## config.mk

```make
export PLATFORM = sky130hd
export DESIGN_NAME = mtm_alu_deserializer
export DESIGN_NICKNAME = d
export VERILOG_FILES = /design/src/rtl/mtm_alu_deserializer.sv
export SDC_FILE = /design/constraint.sdc
export NUM_CORES = 1
export LEC_CHECK = 0
export BUFFER_PORTS_ARGS = -buffer_cell sky130_fd_sc_hd__clkbuf_2
export CORE_MARGIN = 4
export CORE_UTILIZATION = 38
export DETAILED_ROUTE_END_ITERATION = 12
export PLACE_DENSITY = 0.53
export SYNTH_ARGS = -nofsm -noshare
export SYNTH_HDL_FRONTEND = slang
export SYNTH_SLANG_ARGS = --single-unit
```

## constraint.sdc

```tcl
create_clock -name clk -period 3.6 [get_ports clk]
set_input_delay 0.54 -clock clk [delete_from_list [all_inputs] [get_ports clk]]
set_output_delay 0.54 -clock clk [all_outputs]
set_load 0.02 [all_outputs]
```

## src/rtl/mtm_alu_deserializer.sv

```systemverilog
// Serial-to-parallel receiver for MTM ALU result packets: 4 data frames + 1 ctl frame, or a lone ctl error frame.
// Optional inter-frame idle timeout compiled in with `define RX_TIMEOUT_EN (limit set by TIMEOUT_CYCLES).
module mtm_alu_deserializer #(
  parameter int TIMEOUT_CYCLES = 16
) (
  input  logic        clk,
  input  logic        reset,
  input  logic        sin,
  output logic [31:0] C_out,
  output logic [7:0]  CTL_out,
  output logic        valid_out,
  output logic        err_pkt_out,
  output logic        proto_err_out
);

  typedef enum logic [2:0] {
    IDLE,
    TYPE,
    DATA,
    STOP,
    RESYNC
  } state_t;

  state_t      state_q, state_d;
  logic        type_q, type_d;
  logic [2:0]  bit_cnt_q, bit_cnt_d;
  logic [7:0]  byte_q, byte_d;
  logic [2:0]  byte_cnt_q, byte_cnt_d;
  logic [31:0] c_asm_q, c_asm_d;
  logic [31:0] c_out_q, c_out_d;
  logic [7:0]  ctl_out_q, ctl_out_d;
  logic        valid_q, valid_d;
  logic        err_pkt_q, err_pkt_d;
  logic        proto_err_q, proto_err_d;

`ifdef RX_TIMEOUT_EN
  localparam int TO_W = $clog2(TIMEOUT_CYCLES + 1);
  logic [TO_W-1:0] to_cnt_q, to_cnt_d;
`else
  // The limit only matters when the timeout counter is compiled in.
  logic unused_timeout_cfg;
  assign unused_timeout_cfg = (TIMEOUT_CYCLES != 0);
`endif

  always_comb begin
    state_d     = state_q;
    type_d      = type_q;
    bit_cnt_d   = bit_cnt_q;
    byte_d      = byte_q;
    byte_cnt_d  = byte_cnt_q;
    c_asm_d     = c_asm_q;
    c_out_d     = c_out_q;
    ctl_out_d   = ctl_out_q;
    valid_d     = 1'b0;
    err_pkt_d   = 1'b0;
    proto_err_d = 1'b0;

    case (state_q)
      IDLE: begin
        if (!sin) state_d = TYPE;
      end
      TYPE: begin
        type_d    = sin;
        bit_cnt_d = 3'd0;
        state_d   = DATA;
      end
      DATA: begin
        byte_d    = {byte_q[6:0], sin};
        bit_cnt_d = bit_cnt_q + 3'd1;
        if (bit_cnt_q == 3'd7) state_d = STOP;
      end
      STOP: begin
        if (sin) begin
          state_d = IDLE;
          if (!type_q) begin
            if (byte_cnt_q < 3'd4) begin
              case (byte_cnt_q[1:0])
                2'd0:    c_asm_d[31:24] = byte_q;
                2'd1:    c_asm_d[23:16] = byte_q;
                2'd2:    c_asm_d[15:8]  = byte_q;
                default: c_asm_d[7:0]   = byte_q;
              endcase
              byte_cnt_d = byte_cnt_q + 3'd1;
            end else begin
              // A fifth data frame means the ctl frame was lost; drop everything.
              proto_err_d = 1'b1;
              byte_cnt_d  = 3'd0;
            end
          end else if (byte_cnt_q == 3'd4) begin
            valid_d    = 1'b1;
            c_out_d    = c_asm_q;
            ctl_out_d  = byte_q;
            byte_cnt_d = 3'd0;
          end else if (byte_cnt_q == 3'd0) begin
            valid_d   = 1'b1;
            err_pkt_d = 1'b1;
            c_out_d   = 32'd0;
            ctl_out_d = byte_q;
          end else begin
            proto_err_d = 1'b1;
            byte_cnt_d  = 3'd0;
          end
        end else begin
          proto_err_d = 1'b1;
          byte_cnt_d  = 3'd0;
          state_d     = RESYNC;
        end
      end
      RESYNC: begin
        if (sin) state_d = IDLE;
      end
      default: state_d = RESYNC;
    endcase

`ifdef RX_TIMEOUT_EN
    // Counts consecutive idle-high cycles while a packet is partially received.
    to_cnt_d = '0;
    if (state_q == IDLE && sin && byte_cnt_q != 3'd0) begin
      if (to_cnt_q == TO_W'(TIMEOUT_CYCLES - 1)) begin
        proto_err_d = 1'b1;
        byte_cnt_d  = 3'd0;
      end else begin
        to_cnt_d = to_cnt_q + 1'b1;
      end
    end
`endif
  end

  always_ff @(posedge clk) begin
    if (reset) begin
      state_q     <= RESYNC;
      type_q      <= 1'b0;
      bit_cnt_q   <= 3'd0;
      byte_q      <= 8'd0;
      byte_cnt_q  <= 3'd0;
      c_asm_q     <= 32'd0;
      c_out_q     <= 32'd0;
      ctl_out_q   <= 8'd0;
      valid_q     <= 1'b0;
      err_pkt_q   <= 1'b0;
      proto_err_q <= 1'b0;
    end else begin
      state_q     <= state_d;
      type_q      <= type_d;
      bit_cnt_q   <= bit_cnt_d;
      byte_q      <= byte_d;
      byte_cnt_q  <= byte_cnt_d;
      c_asm_q     <= c_asm_d;
      c_out_q     <= c_out_d;
      ctl_out_q   <= ctl_out_d;
      valid_q     <= valid_d;
      err_pkt_q   <= err_pkt_d;
      proto_err_q <= proto_err_d;
    end
  end

`ifdef RX_TIMEOUT_EN
  always_ff @(posedge clk) begin
    if (reset) to_cnt_q <= '0;
    else       to_cnt_q <= to_cnt_d;
  end
`endif

  assign C_out         = c_out_q;
  assign CTL_out       = ctl_out_q;
  assign valid_out     = valid_q;
  assign err_pkt_out   = err_pkt_q;
  assign proto_err_out = proto_err_q;

endmodule

```

# [After elaboration in Yosys (flattened, before gate mapping)]
# Index checks and enable logic that the tools add are counted.
[classes] addsub=2 order_cmp=1 eq_ne=12 n_mux=22 n_bitwise=4 n_reduce_logical=16
[ops] operator="two-way mux 32 bit" n=2
[ops] operator="two-way mux 3 bit" n=9
[ops] operator="AND reduction 5 bit" n=4
[ops] operator="two-way mux 8 bit" n=2
[ops] operator="one-hot mux 3 bit (5 select lines)" n=1
[ops] operator="== test 3 bit, second input constant" n=3
[ops] operator="two-way mux 1 bit" n=7
[ops] operator="adder 3 x 1 -> 3 bit, second input constant" n=2
[ops] operator="== test 3 x 2 -> 1 bit, second input constant" n=2
[ops] operator="zero test 3 bit" n=2
[ops] operator="!= test 2 bit, second input constant" n=3
[ops] operator="one-hot mux 3 bit (2 select lines)" n=1
[ops] operator="OR reduction 5 bit" n=1
[ops] operator="!= test 4 bit, second input constant" n=1
[ops] operator="NOT 1 bit" n=4
[ops] operator="AND reduction 4 bit" n=1
[ops] operator="nonzero test 2 bit" n=2
[ops] operator="OR reduction 4 bit" n=1
[ops] operator="== test 3 x 1 -> 1 bit, second input constant" n=1
[ops] operator="< comparator 3 bit, second input constant" n=1
[ops] operator="AND reduction 3 bit" n=1
[ops] operator="OR reduction 3 bit" n=1
[ops] operator="== test 2 x 1 -> 1 bit, second input constant" n=1
[ops] operator="== test 2 bit, second input constant" n=1
[ops] operator="3 further kinds" n=3
[word_totals] reg_bits=93 out_inout_bits=43

# [Logic depth before layout (Yosys ltp)]
# Gate-level depths: netlist (run 1).
[depth] word_depth=5 mapped_depth=7 ltp_nobuf=5

# [Worst setup path after synthesis (run 1)]
# No wires, ideal clock.
[synth_path] kind="input-to-reg" from="in sin" to="reg c_asm_q[5]" setup_time_ns=0.121 t_arrival_ns=1.345 t_required_ns=3.479 path_slack_ns=2.134 stages=5 cell_sequence="buf_6 nor3b_4 nand3_2 buf_6 mux2i_1"
[synth_between] elab_chain_len=1
[synth_lines] item="start: declaration" line="8" source="input logic sin,"
[synth_lines] item="AND reduction 5 bit (no source line)"
[synth_lines] item="end signal: assignment" line="148" source="c_asm_q <= c_asm_d;"
[synth_lines] item="end: declaration" line="29" source="logic [31:0] c_asm_q, c_asm_d;"
# No other way between the ends.
# A chain may end at the register's enable or synchronous reset.

# [Final worst setup path (run 1)]
[layout_path] from="reg state_q[1]" to="reg c_asm_q[21]"
[layout_between] elab_chain_len=2
[layout_lines] item="start: declaration" line="24" source="state_t state_q, state_d;"
[layout_lines] item="start signal: assignment" line="143" source="state_q <= state_d;"
[layout_lines] item="== test 3 x 2 -> 1 bit" line="58" source="case (state_q)"
[layout_lines] item="AND reduction 5 bit (no source line)"
# No other way between the ends.

==> results of run 1 <==
## layout make-up
type,instances,share of cell area (%)
timing repair buffer,54,6.85
clock inverter,4,1.70
clock buffer,12,3.16
multi-input combinational,267,40.7
tap,133,3.89
sequential,93,43.5
inverter,2,0.176
## sequential cells by signal (all words and copies together) (netlist names)
name / count
C_out: 32
CTL_out: 8
state_q: 3
err_pkt_out: 1
proto_err_out: 1
bit_cnt_q: 3
c_asm_q: 32
valid_out: 1
byte_q: 8
type_q: 1
byte_cnt_q: 3
## cells in the mapped netlist
master	n
nand2b_1	40
nor3_1	2
nand3_2	1
clkbuf_2	1
nand4_1	32
and3b_1	1
nor3b_1	2
nand3_4	2
xnor2_1	1
buf_2	8
o21bai_1	1
a21oi_1	46
dfxtp_1	93
inv_1	2
buf_6	12
mux2i_1	41
nand2_1	6
and2_1	1
clkbuf_1	18
nand2_2	1
and4b_1	1
ha_1	6
nand3_1	16
and3_1	1
nor4bb_1	1
a31oi_1	3
o21ai_0	44
a211oi_1	1
nor4_1	1
or2_2	1
nand3b_1	2
nor3b_4	1
nor2_1	12
## path summary, 6_finish.rpt
| check | startpoint | end | slack, ps | cells past startpoint |
|---|---|---|---|---|
| worst max-delay path | state_q[1] | c_asm_q[21] | 1470 | 4 |
| worst min-delay path | C_out[24] | C_out[24] | 480 | 2 |
| worst max register to register | state_q[1] | c_asm_q[21] | 1470 | 4 |
| worst min register to register | C_out[24] | C_out[24] | 480 | 2 |
## kinds of logic after synthesis
group                      Yosys count
AOI/OAI and AO/OA                   95
and+or+nand+nor                    124
xor gates and xnor gates             1
muxes                               41
adders and majority gates            6
DFF                                 93
buffers and inverters               41
## worst register-to-register path: cells and delay by family, from the launching register on
family | cells | cell delay, ps
flip-flops | 1 | 630
buffers and inverters | 1 | 340
AND/OR/NAND/NOR | 2 | 860
multiplexers | 1 | 170
## per-layer routing
layer / track usage [%] / vias to the layer above / routed length (um)
li1: - / 1477 / -
met1: 20.6 / 1426 / 4080
met2: 25.1 / 42 / 4250
met3: 3.97 / 8 / 265
met4: 4.33 / 0 / 62
met5: 0 / - / 0
## where the power goes
group	leakage [nW]	switching [mW]	internal [mW]
Combinational	0.840	0.0234	0.0140
Clock	0.101	0.350	0.392
Sequential	0.749	0.00462	1.03
## through the flow
stage | hold WS [ps] | total power [mW] | instances | setup slack, ps
2_1_floorplan | 451 | 1.09 | 401 | 2130
3_3_place_gp | 459 | 1.10 | 549 | 1510
3_5_place_dp | 465 | 1.10 | 549 | 1460
4_1_cts | 477 | 1.84 | 565 | 1470
5_1_grt | 493 | 1.89 | 565 | 1330
6_report | 475 | 1.81 | 565 | 1470
==> summary.log, run 1 <==
[worst_setup_path] Worst path max stage delay 670 ps
[synth] cell count after synthesis 401
[layout] most common cell after layout, fill and taps aside dfxtp_1
[floorplan] number of primary I/O pins 46
[layout] number of inserted filler cells in the final layout 1,041
[drt] initial DRC count 134
[floorplan] row cnt 36
[min_path] type of the most critical hold path flop to flop
[placement] count of input and output buffers 45
[synth] dominant cell type by area after synthesis dfxtp_1
[layout] footprint of the flip-flops and latches 1860 um2
[clock_tree] later-pin clock latency in the skew report 350 ps
[synth] Yosys top cell area share 48.3%
[worst_setup_path] Buffers & Inverters on Critical Path 1
[sta] Tightest Pin Transition 1020 ps
[clock_tree] Bufs on Longest Clock Path 2
[placement] weighted congestion reported at the end of routability-driven placement 0.790
[worst_setup_path] dominant delay contributor by cell family on the critical path simple AND/OR/NAND/NOR gates
[clock_tree] CTS Hold Buffers Added 0
[sta] fmax 0.470 GHz
[worst_setup_path] element type at the critical path start flop
[drt] wire per inst 15.3 um
[worst_setup_path] Critical Setup Path Class flop to flop
[synth] post-synthesis share of cell area spent on full adders, half adders and majority gates 1.95%
[sta] RSZ-0062 raised after global routing no
[pwr] Max VDD drop 215 uV
[drt] Initial DRT Pass Iterations 4
[layout] layout cells sized above 1 16.9%
[global_route] global-route wire length before repair 14.3 mm
[clock_tree] CTS Root Buffer Type clkbuf_8
[synth] complex-gate fraction of the synthesized area 12.6%
[synth] nets in the synthesized netlist 410
[drt] remaining design rule violation count 0
[sta] post-route clock skew 5.82 ps
[global_route] number of antenna violations at the first check in global routing 0
[synth] mux share of post-synthesis cell area 10.6%
[clock_tree] Num CTS Buffers 9
[sta] number of hold violations in the final report 0
[sta] count of final max-slew check failures 0
[sta] final critical path time including I/O delays and setup 2130 ps
[pwr] Leak 1.69 nW
[placement] estimated wirelength of the detail-placed design 5.58 mm
[worst_setup_path] library cell contributing the largest single delay on the critical path and3b_1
[drt] DRT Wirelength 8.66 mm
[worst_setup_path] kind of capture point of the worst setup path flop
[layout] P&R area growth vs syn 10.9%
[layout] final core utilization 43.6%
[clock_tree] clock transition at the registers of the reported paths 90 ps
[synth] area share of xor/xnor cells in the synthesized design 0.227%
[pwr] Pwr per Cell Area 424 nW/um2
[sta] period utilisation layout 59.0%
[clock_tree] maximum level of the CTS H-tree 3
[synth] average cell area after synthesis 9.62 um2
[drt] number of routed nets with antenna violations 0
[drt] mean number of vias per cell 5.23
[sta] Total Negative Setup Slacks 0 ps
[global_route] maximum number of pins on one net before global-route repair 58
[floorplan] DIE AREA 11,800 um2
[synth] share of the yosys chip area belonging to registers 48.3%
[floorplan] Initial Utilization 39.3%
[sta] worst rel slew slack 31.9%
[layout] diodes inserted 0
[drt] via total after detailed routing 2,953
[clock_tree] buffers inserted by post-CTS timing repair 0
[synth] distinct cell type count after synthesis 33
[worst_setup_path] cells along the critical path and3b_1 > buf_4 > nand3_4 > mux2i_1
[layout] commonest cells after routing, fill and taps aside dfxtp_1 (93), a21oi_1 (46), clkbuf_2 (45)
[synth] warning count from the yosys run 0
[worst_setup_path] Worst Path Max Fanout 17
[layout] final instance area 4280 um2
[floorplan] standard cell core area 9820 um2
[synth] main combinational cell family by area after synthesis simple AND/OR/NAND/NOR gates
[sta] count of endpoints failing setup in the final report 0
[synth] Syn Std Cell Area 3860 um2
[worst_setup_path] Critical Path AT 2350 ps
[placement] placed cell areas 4070 um2
[job] number of max-cap violations 0
[run_status] result of the run completed
[layout] Multi-input gate area 1740 um2
[clock_tree] Num Clock Sinks 93
[floorplan] Die Ht 109 um
[global_route] vias in the first global route 2,835
[global_route] grt total ovfl 0
[clock_tree] PostCTS Resize Cnt 0
[synth] leading cell types by total area after synthesis dfxtp_1 (48%), mux2i_1 (11%), nand2b_1 (6.5%), a21oi_1 (6.0%), o21ai_0 (5.7%)
[worst_setup_path] Worst Path Required 3830 ps
[clock_tree] TritonCTS clock tree yes
[synth] simple-gate area share of the yosys netlist 19.8%
[global_route] Total Routing Usage GR 15.5%
[synth] flop and latch count out of synthesis 93
[floorplan] floorplan die width 109 um
[layout] nets@finish 436
Note: power is estimated with default switching activity, not from simulation.
==> run 2: changes to the inputs <==
ABC_AREA = 1   (was default)
PLACE_DENSITY = 0.55   (was 0.53)
clock period = 1.8 ns   (was 3.6 ns; I/O delays follow)
==> run 2 against run 1 <==
Net effect:
- total power up 99%
- clock-buffer cell count down 3
- highest routed layer unchanged
- clock skew up 0.62 ps
- worst hold slack worse by 170 ps
- register-to-register slack worse by 1200 ps
- final cell count up 16%
==> summary.log, run 2 <==
[run_status] result of the run completed
[floorplan] DIE AREA 11,300 um2 [-4.6%]
[drt] Initial DRT Pass Iterations 5 [+1]
[floorplan] floorplan die width 106 um [-2.3%]
[layout] layout cells sized above 1 16.5% [-0.42 points]
[drt] wire per inst 12.8 um [-17%]
[synth] leading cell types by total area after synthesis dfxtp_1 (51%), nand2_1 (9.7%), nand3_1 (8.3%), o21ai_0 (5.7%), a21oi_1 (5.2%)
[placement] weighted congestion reported at the end of routability-driven placement 0.800 [+1.3%]
[floorplan] row cnt 35 [-2.8%]
[sta] Total Negative Setup Slacks 0 ps [unchanged]
[clock_tree] PostCTS Resize Cnt 0 [unchanged]
[sta] count of endpoints failing setup in the final report 0 [unchanged]
[placement] count of input and output buffers 45 [unchanged]
[sta] period utilisation layout 82.4% [+23 points]
[layout] nets@finish 532 [+22%]
[sta] Tightest Pin Transition 556 ps [-466 ps]
[sta] number of hold violations in the final report 0 [unchanged]
[pwr] Pwr per Cell Area 854 nW/um2 [+100%]
[pwr] Leak 1.72 nW [+1.7%]
[global_route] global-route wire length before repair 14.2 mm [-1.0%]
[synth] most numerous cell in the Yosys netlist nand2_1
[sta] count of final max-slew check failures 0 [unchanged]
[sta] fmax 0.674 GHz [+43%]
[synth] nets in the synthesized netlist 492 [+20%]
[synth] share of the yosys chip area belonging to registers 50.8% [+2.5 points]
[worst_setup_path] Critical Path AT 1760 ps [-590 ps]
[worst_setup_path] Worst Path Required 2080 ps [-1750 ps]
[clock_tree] Num Clock Sinks 93 [unchanged]
[worst_setup_path] Worst Path Max Fanout 33 [+16]
[synth] distinct cell type count after synthesis 24 [-27%]
[global_route] grt total ovfl 0 [unchanged]
[drt] remaining design rule violation count 0 [unchanged]
[global_route] maximum number of pins on one net before global-route repair 34 [-41%]
[clock_tree] TritonCTS clock tree yes
[synth] dominant cell type by area after synthesis dfxtp_1
[min_path] type of the most critical hold path primary input to flop
[synth] top cells by instance count after synthesis nand2_1 (95), dfxtp_1 (93), nand3_1 (61)
[clock_tree] Bufs on Longest Clock Path 2 [unchanged]
[synth] warning count from the yosys run 0 [unchanged]
[floorplan] Die Ht 106 um [-2.3%]
[floorplan] Initial Utilization 39.3% [about the same]
[synth] top_reg_cell synth dfxtp_1
[drt] via total after detailed routing 3,133 [+6.1%]
[sta] worst rel slew slack 62.9% [+31 points]
[clock_tree] buffers inserted by post-CTS timing repair 0 [unchanged]
[layout] final std cells w/o fill 657 [+16%]
[worst_setup_path] Critical Setup Path Class flop to flop
[clock_tree] Num CTS Buffers 9 [unchanged]
[sta] RSZ-0062 raised after global routing no
[global_route] vias in the first global route 2,928 [+3.3%]
[worst_setup_path] cells along the critical path inv_1 > ha_1 > nand3_1 > nor2_1 > nand2_1 > buf_12 > o21ai_0
[sta] post-route clock skew 6.44 ps [+0.616 ps]
[clock_tree] clock transition at the registers of the reported paths 90 ps [about the same]
[worst_setup_path] flop-to-flop setup slack 320 ps [-1160 ps]
[worst_setup_path] Worst path max stage delay 350 ps [-320 ps]
[clock_tree] later-pin clock latency in the skew report 350 ps [about the same]
[synth] cell count after synthesis 483 [+20%]
[synth] fraction of registers with async set/reset 0% [unchanged]
[placement] number of placed instances with taps included 641 [+17%]
[layout] diodes inserted 0 [unchanged]
[layout] final core utilization 45.4% [+1.8 points]
[placement] estimated wirelength of the detail-placed design 5.96 mm [+6.9%]
[global_route] number of antenna violations at the first check in global routing 0 [unchanged]
[floorplan] standard cell core area 9330 um2 [-5.0%]
[clock_tree] CTS Root Buffer Type clkbuf_8
[worst_setup_path] element type at the critical path start flop
[global_route] Total Routing Usage GR 15.7% [+0.13 points]
[floorplan] number of primary I/O pins 46 [unchanged]
[worst_setup_path] crit path launch byte_cnt_q[0]
[synth] number of flops mapped to enable cells by yosys 0 [unchanged]
[min_path] start point of the worst hold path reset
[synth] flop and latch count out of synthesis 93 [unchanged]
[clock_tree] maximum level of the CTS H-tree 3 [unchanged]
[synth] Syn Std Cell Area 3670 um2 [-4.9%]
[drt] DRT Wirelength 8.38 mm [-3.2%]
[pwr] Max VDD drop 459 uV [+110%]
[drt] initial DRC count 142 [+6.0%]
[drt] number of routed nets with antenna violations 0 [unchanged]
[clock_tree] CTS Hold Buffers Added 0 [unchanged]
[layout] commonest cells after routing, fill and taps aside nand2_1 (95), dfxtp_1 (93), nand3_1 (61)
[layout] number of inserted filler cells in the final layout 973 [-6.5%]
[layout] most common cell after layout, fill and taps aside nand2_1
[drt] mean number of vias per cell 4.77 [-8.8%]
[job] number of max-cap violations 0 [unchanged]
[sta] final critical path time including I/O delays and setup 1480 ps [-642 ps]
[layout] P&R area growth vs syn 15.4%
[worst_setup_path] kind of capture point of the worst setup path flop
[synth] Yosys top cell area share 50.8% [+2.5 points]
[worst_setup_path] library cell contributing the largest single delay on the critical path dfxtp_1
[worst_setup_path] worst flop-to-flop path startpoint byte_cnt_q[0]
[synth] average cell area after synthesis 7.59 um2 [-21%]
[run 2: cell count changes after synthesis, sizes merged, moves of 3 or more]
cell	change
nand3	+43
nor3b	-3
nor2	+42
nand2	+90
nand2b	-40
inv	+36
mux2i	-41
o21ai	+9
a21oi	-8
clkbuf	-10
nand4	-24
a31oi	-3
[run 2: cell type report]
cell class | instances | area [um2] | area share [%]
Timing Repair Buffer | 60 | 350 | 8.28
Clock buffer | 9 | 124 | 2.93
Multi-Input combinational cell | 321 | 1510 | 35.7
Inverter | 38 | 143 | 3.37
Sequential cell | 93 | 1860 | 44.0
Clock inverter | 7 | 81.3 | 1.92
Tap cell | 129 | 161 | 3.82
[run 2: critical path, delay by kind of cell, from the launching register on]
kind	cells	cell delay (ps)
and+or+nand+nor	3	410
AOI/OAI and AO/OA	1	170
adders and majority gates	1	200
DFF	1	350
buffers and inverters	2	280
[run 2: metrics by stage]
step / hold slack, ps / cell area (um2) / worst slack (ps) / total power [mW]
final: 309 / 4230 / 316 / 3.61
after global routing: 321 / 4230 / 133 / 3.78
after CTS: 297 / 4230 / 290 / 3.67
after detailed placement: 455 / 4030 / 318 / 2.23
after global placement: 444 / 4030 / 375 / 2.23
after floorplan: 428 / 3670 / 436 / 2.20
[run 2: kinds of logic (layout without fill, tap and decap cells)]
family,Yosys count,after routing,synth area share [%]
AO/OA/AOI/OAI,92,92,12.7
flip-flops,93,93,50.8
adder cells (fa/ha/maj),6,6,2.05
AND/OR/NAND/NOR,223,223,26.4
buffers and inverters,69,114,8.09
[run 2: worst paths after layout]
path / to / depth (start not counted)
hold / removal: c_asm_q[1] / 3
setup reg to reg: C_out[10] / 7
setup / recovery: C_out[10] / 7
hold reg to reg: c_asm_q[4] / 2
[run 2: power by group]
group	total, mW	switching (mW)	internal [mW]
logic	0.110	0.0767	0.0329
registers	2.07	0.00913	2.06
clock network	1.43	0.770	0.662
[run 2: metal layers]
metal	track usage (%)	up-vias	share of wire, %
met1	20.1	1418	49
met5	0	-	0
met4	4.90	0	1.7
li1	-	1655	-
met3	3.46	12	3.7
met2	26.2	48	46
==> run 3: changes to the inputs <==
ABC_AREA = 0   (was 1)
clock period = 1.25 ns   (was 1.8 ns; I/O delays follow)
==> run 3 against run 2 <==
Net effect:
- final area is 15% higher
- largest cell class unchanged
- clock power rose by 50%
- clock skew is 9.7 ps higher
- sequential cell count is the same
- sequential power up 43%
- worst setup slack got worse by 390 ps
- total power increased by 47%
- the flow now finishes with violations (setup timing)
- wire length up 17%
- fmax grew 12%
- via count down 0.77%
- critical path type unchanged
- critical endpoint is now C_out[30]
- global-route usage rose by 1.2 points
- combinational power rose by 67%
==> summary.log, run 3 (synthesized netlist as in run 1, its figures left out) <==
[run_status] result of the run finished, violations left
[run_status] failing checks setup timing
[min_path] type of the most critical hold path primary input to flop
[pwr] total power consumption of the routed design 5.30 mW [+47%]
[clock_tree] Num CTS Buffers 9 [unchanged]
[placement] count of input and output buffers 45 [unchanged]
[clock_tree] CTS Hold Buffers Added 0 [unchanged]
[drt] initial DRC count 150 [+5.6%]
[global_route] global-route wire length before repair 15.5 mm [+9.5%]
[pwr] Pwr per Cell Area 1090 nW/um2 [+28%]
[drt] DRT Wirelength 9.80 mm [+17%]
[layout] commonest cells after routing, fill and taps aside dfxtp_1 (86), clkbuf_2 (45), mux2i_1 (41)
[floorplan] row cnt 36 [+2.9%]
[job] number of max-cap violations 0 [unchanged]
[drt] via total after detailed routing 3,109 [-0.77%]
[sta] number of hold violations in the final report 0 [unchanged]
[floorplan] Die Ht 109 um [+2.4%]
[sta] fmax 0.756 GHz [+12%]
[placement] number of placed instances with taps included 573 [-11%]
[worst_setup_path] element type at the critical path start flop
[layout] nets@finish 471 [-11%]
[sta] worst rel slew slack 74.6% [+12 points]
[clock_tree] Num Clock Sinks 93 [unchanged]
[layout] layout cells sized above 1 30.4% [+14 points]
[worst_setup_path] Worst Path Max Fanout 15 [-55%]
[worst_setup_path] Worst Path Required 1510 ps [-570 ps]
[sta] post-route clock skew 16.2 ps [+9.73 ps]
[floorplan] number of primary I/O pins 46 [unchanged]
[layout] final core utilization 49.5% [+4.2 points]
[sta] RSZ-0062 raised after global routing yes
[pwr] Leak 1.96 nW [+14%]
[drt] Initial DRT Pass Iterations 4 [-1]
[layout] final std cells w/o fill 600 [-8.7%]
[placement] weighted congestion reported at the end of routability-driven placement 0.803 [+0.34%]
[clock_tree] later-pin clock latency in the skew report 370 ps [+20 ps]
[clock_tree] CTS Root Buffer Type clkbuf_8
[sta] smallest setup slack after layout -73.6 ps [-390 ps]
[sta] period utilisation layout 106% [+23 points]
[sta] count of endpoints failing setup in the final report 38 [+38]
[worst_setup_path] Critical Path AT 1590 ps [-170 ps]
[drt] mean number of vias per cell 5.18 [+8.7%]
[clock_tree] clock transition at the registers of the reported paths 100 ps [about the same]
[global_route] Total Routing Usage GR 16.9% [+1.2 points]
[floorplan] Initial Utilization 39.3% [about the same]
[placement] placed cell areas 4400 um2 [+9.2%]
[global_route] grt total ovfl 0 [unchanged]
[worst_setup_path] Critical Setup Path Class flop to flop
[global_route] maximum number of pins on one net before global-route repair 41 [+21%]
[clock_tree] maximum level of the CTS H-tree 3 [unchanged]
[layout] final instance area 4860 um2 [+15%]
[drt] number of routed nets with antenna violations 0 [unchanged]
[layout] diodes inserted 0 [unchanged]
[sta] Tightest Pin Transition 382 ps [-174 ps]
[drt] wire per inst 16.3 um [+28%]
[floorplan] floorplan die width 109 um [+2.4%]
[floorplan] standard cell core area 9820 um2 [+5.3%]
[clock_tree] TritonCTS clock tree yes
[global_route] number of antenna violations at the first check in global routing 0 [unchanged]
[layout] most common cell after layout, fill and taps aside dfxtp_1
[drt] remaining design rule violation count 0 [unchanged]
[sta] count of final max-slew check failures 0 [unchanged]
[placement] estimated wirelength of the detail-placed design 6.21 mm [+4.1%]
[clock_tree] Bufs on Longest Clock Path 2 [unchanged]
[pwr] Max VDD drop 544 uV [+19%]
[global_route] vias in the first global route 3,103 [+6.0%]
[sta] final critical path time including I/O delays and setup 1320 ps [-160 ps]
[layout] P&R area growth vs syn 26.0%
[worst_setup_path] kind of capture point of the worst setup path flop
[floorplan] DIE AREA 11,800 um2 [+4.8%]
-- run 3: changes by cell type in the layout (fill, tap and decap cells not counted), moves of 16 or more --
cell | before | now
inv_1 | 35 | 0
nand2_1 | 95 | 6
nor2_1 | 49 | 12
nand2b_1 | 0 | 40
o21ai_1 | 11 | 27
nand3_1 | 61 | 16
o21ai_0 | 42 | 12
mux2i_1 | 0 | 41
nand4_1 | 8 | 32
-- run 3: stage by stage --
step	hold slack, ps	TNS (ps)	worst slack (ps)
2_1_floorplan	402	-243	-8.37
3_3_place_gp	461	-1400	-80.7
3_5_place_dp	467	-2240	-93.8
4_1_cts	199	-1650	-56.0
5_1_grt	237	-5620	-140
6_report	199	-1250	-73.6
-- run 3: final cells by class --
type | instances | area, um2
inverter | 2 | 7.51
multi-input combinational | 267 | 1850
sequential | 93 | 1870
tap | 133 | 166
clock buffer | 9 | 124
timing repair buffer | 89 | 752
fill | 974 | 4960
clock inverter | 7 | 85.1
-- run 3: routing by layer --
layer	up-vias	track usage (%)	part of all wire (%)
li1	1551	-	-
met1	1502	21.8	47
met2	45	28.2	48
met3	11	3.61	3.1
met4	0	5.23	1.1
met5	-	0	0
-- run 3: worst paths after layout --
check                           slack, ps        from         to  depth (start not counted)
worst max-delay path                  -70  state_q[2]  C_out[30]                          6
worst min-delay path                  200         sin  byte_q[0]                          3
worst max register to register        -70  state_q[2]  C_out[30]                          6
worst min register to register        480   C_out[26]  C_out[26]                          2
-- run 3: timing repair --
action | 4_1_cts | 5_1_grt
setup endpoints to repair | 79 | 88
pin swaps | 18 | 18
resized for setup | 19 | 57
buffers inserted | 2 | 8
cloned | 1 | 1
-- run 3: worst max-delay path: stages (launching register included) --
cell       delay [ps]
dfxtp_2           340
buf_6             120
nand3b_1          180
buf_4             170
clkbuf_16         170
o21ai_1           170
a21oi_2            70
-- run 3: report_power, final --
group / total, mW / switching [mW] / leakage (nW) / internal (mW)
sequential: 2.97 / 0.00479 / 0.752 / 2.96
combinational: 0.184 / 0.0960 / 1.10 / 0.0883
clock: 2.15 / 1.18 / 0.107 / 0.972
total: 5.30 / 1.28 / 1.96 / 4.02
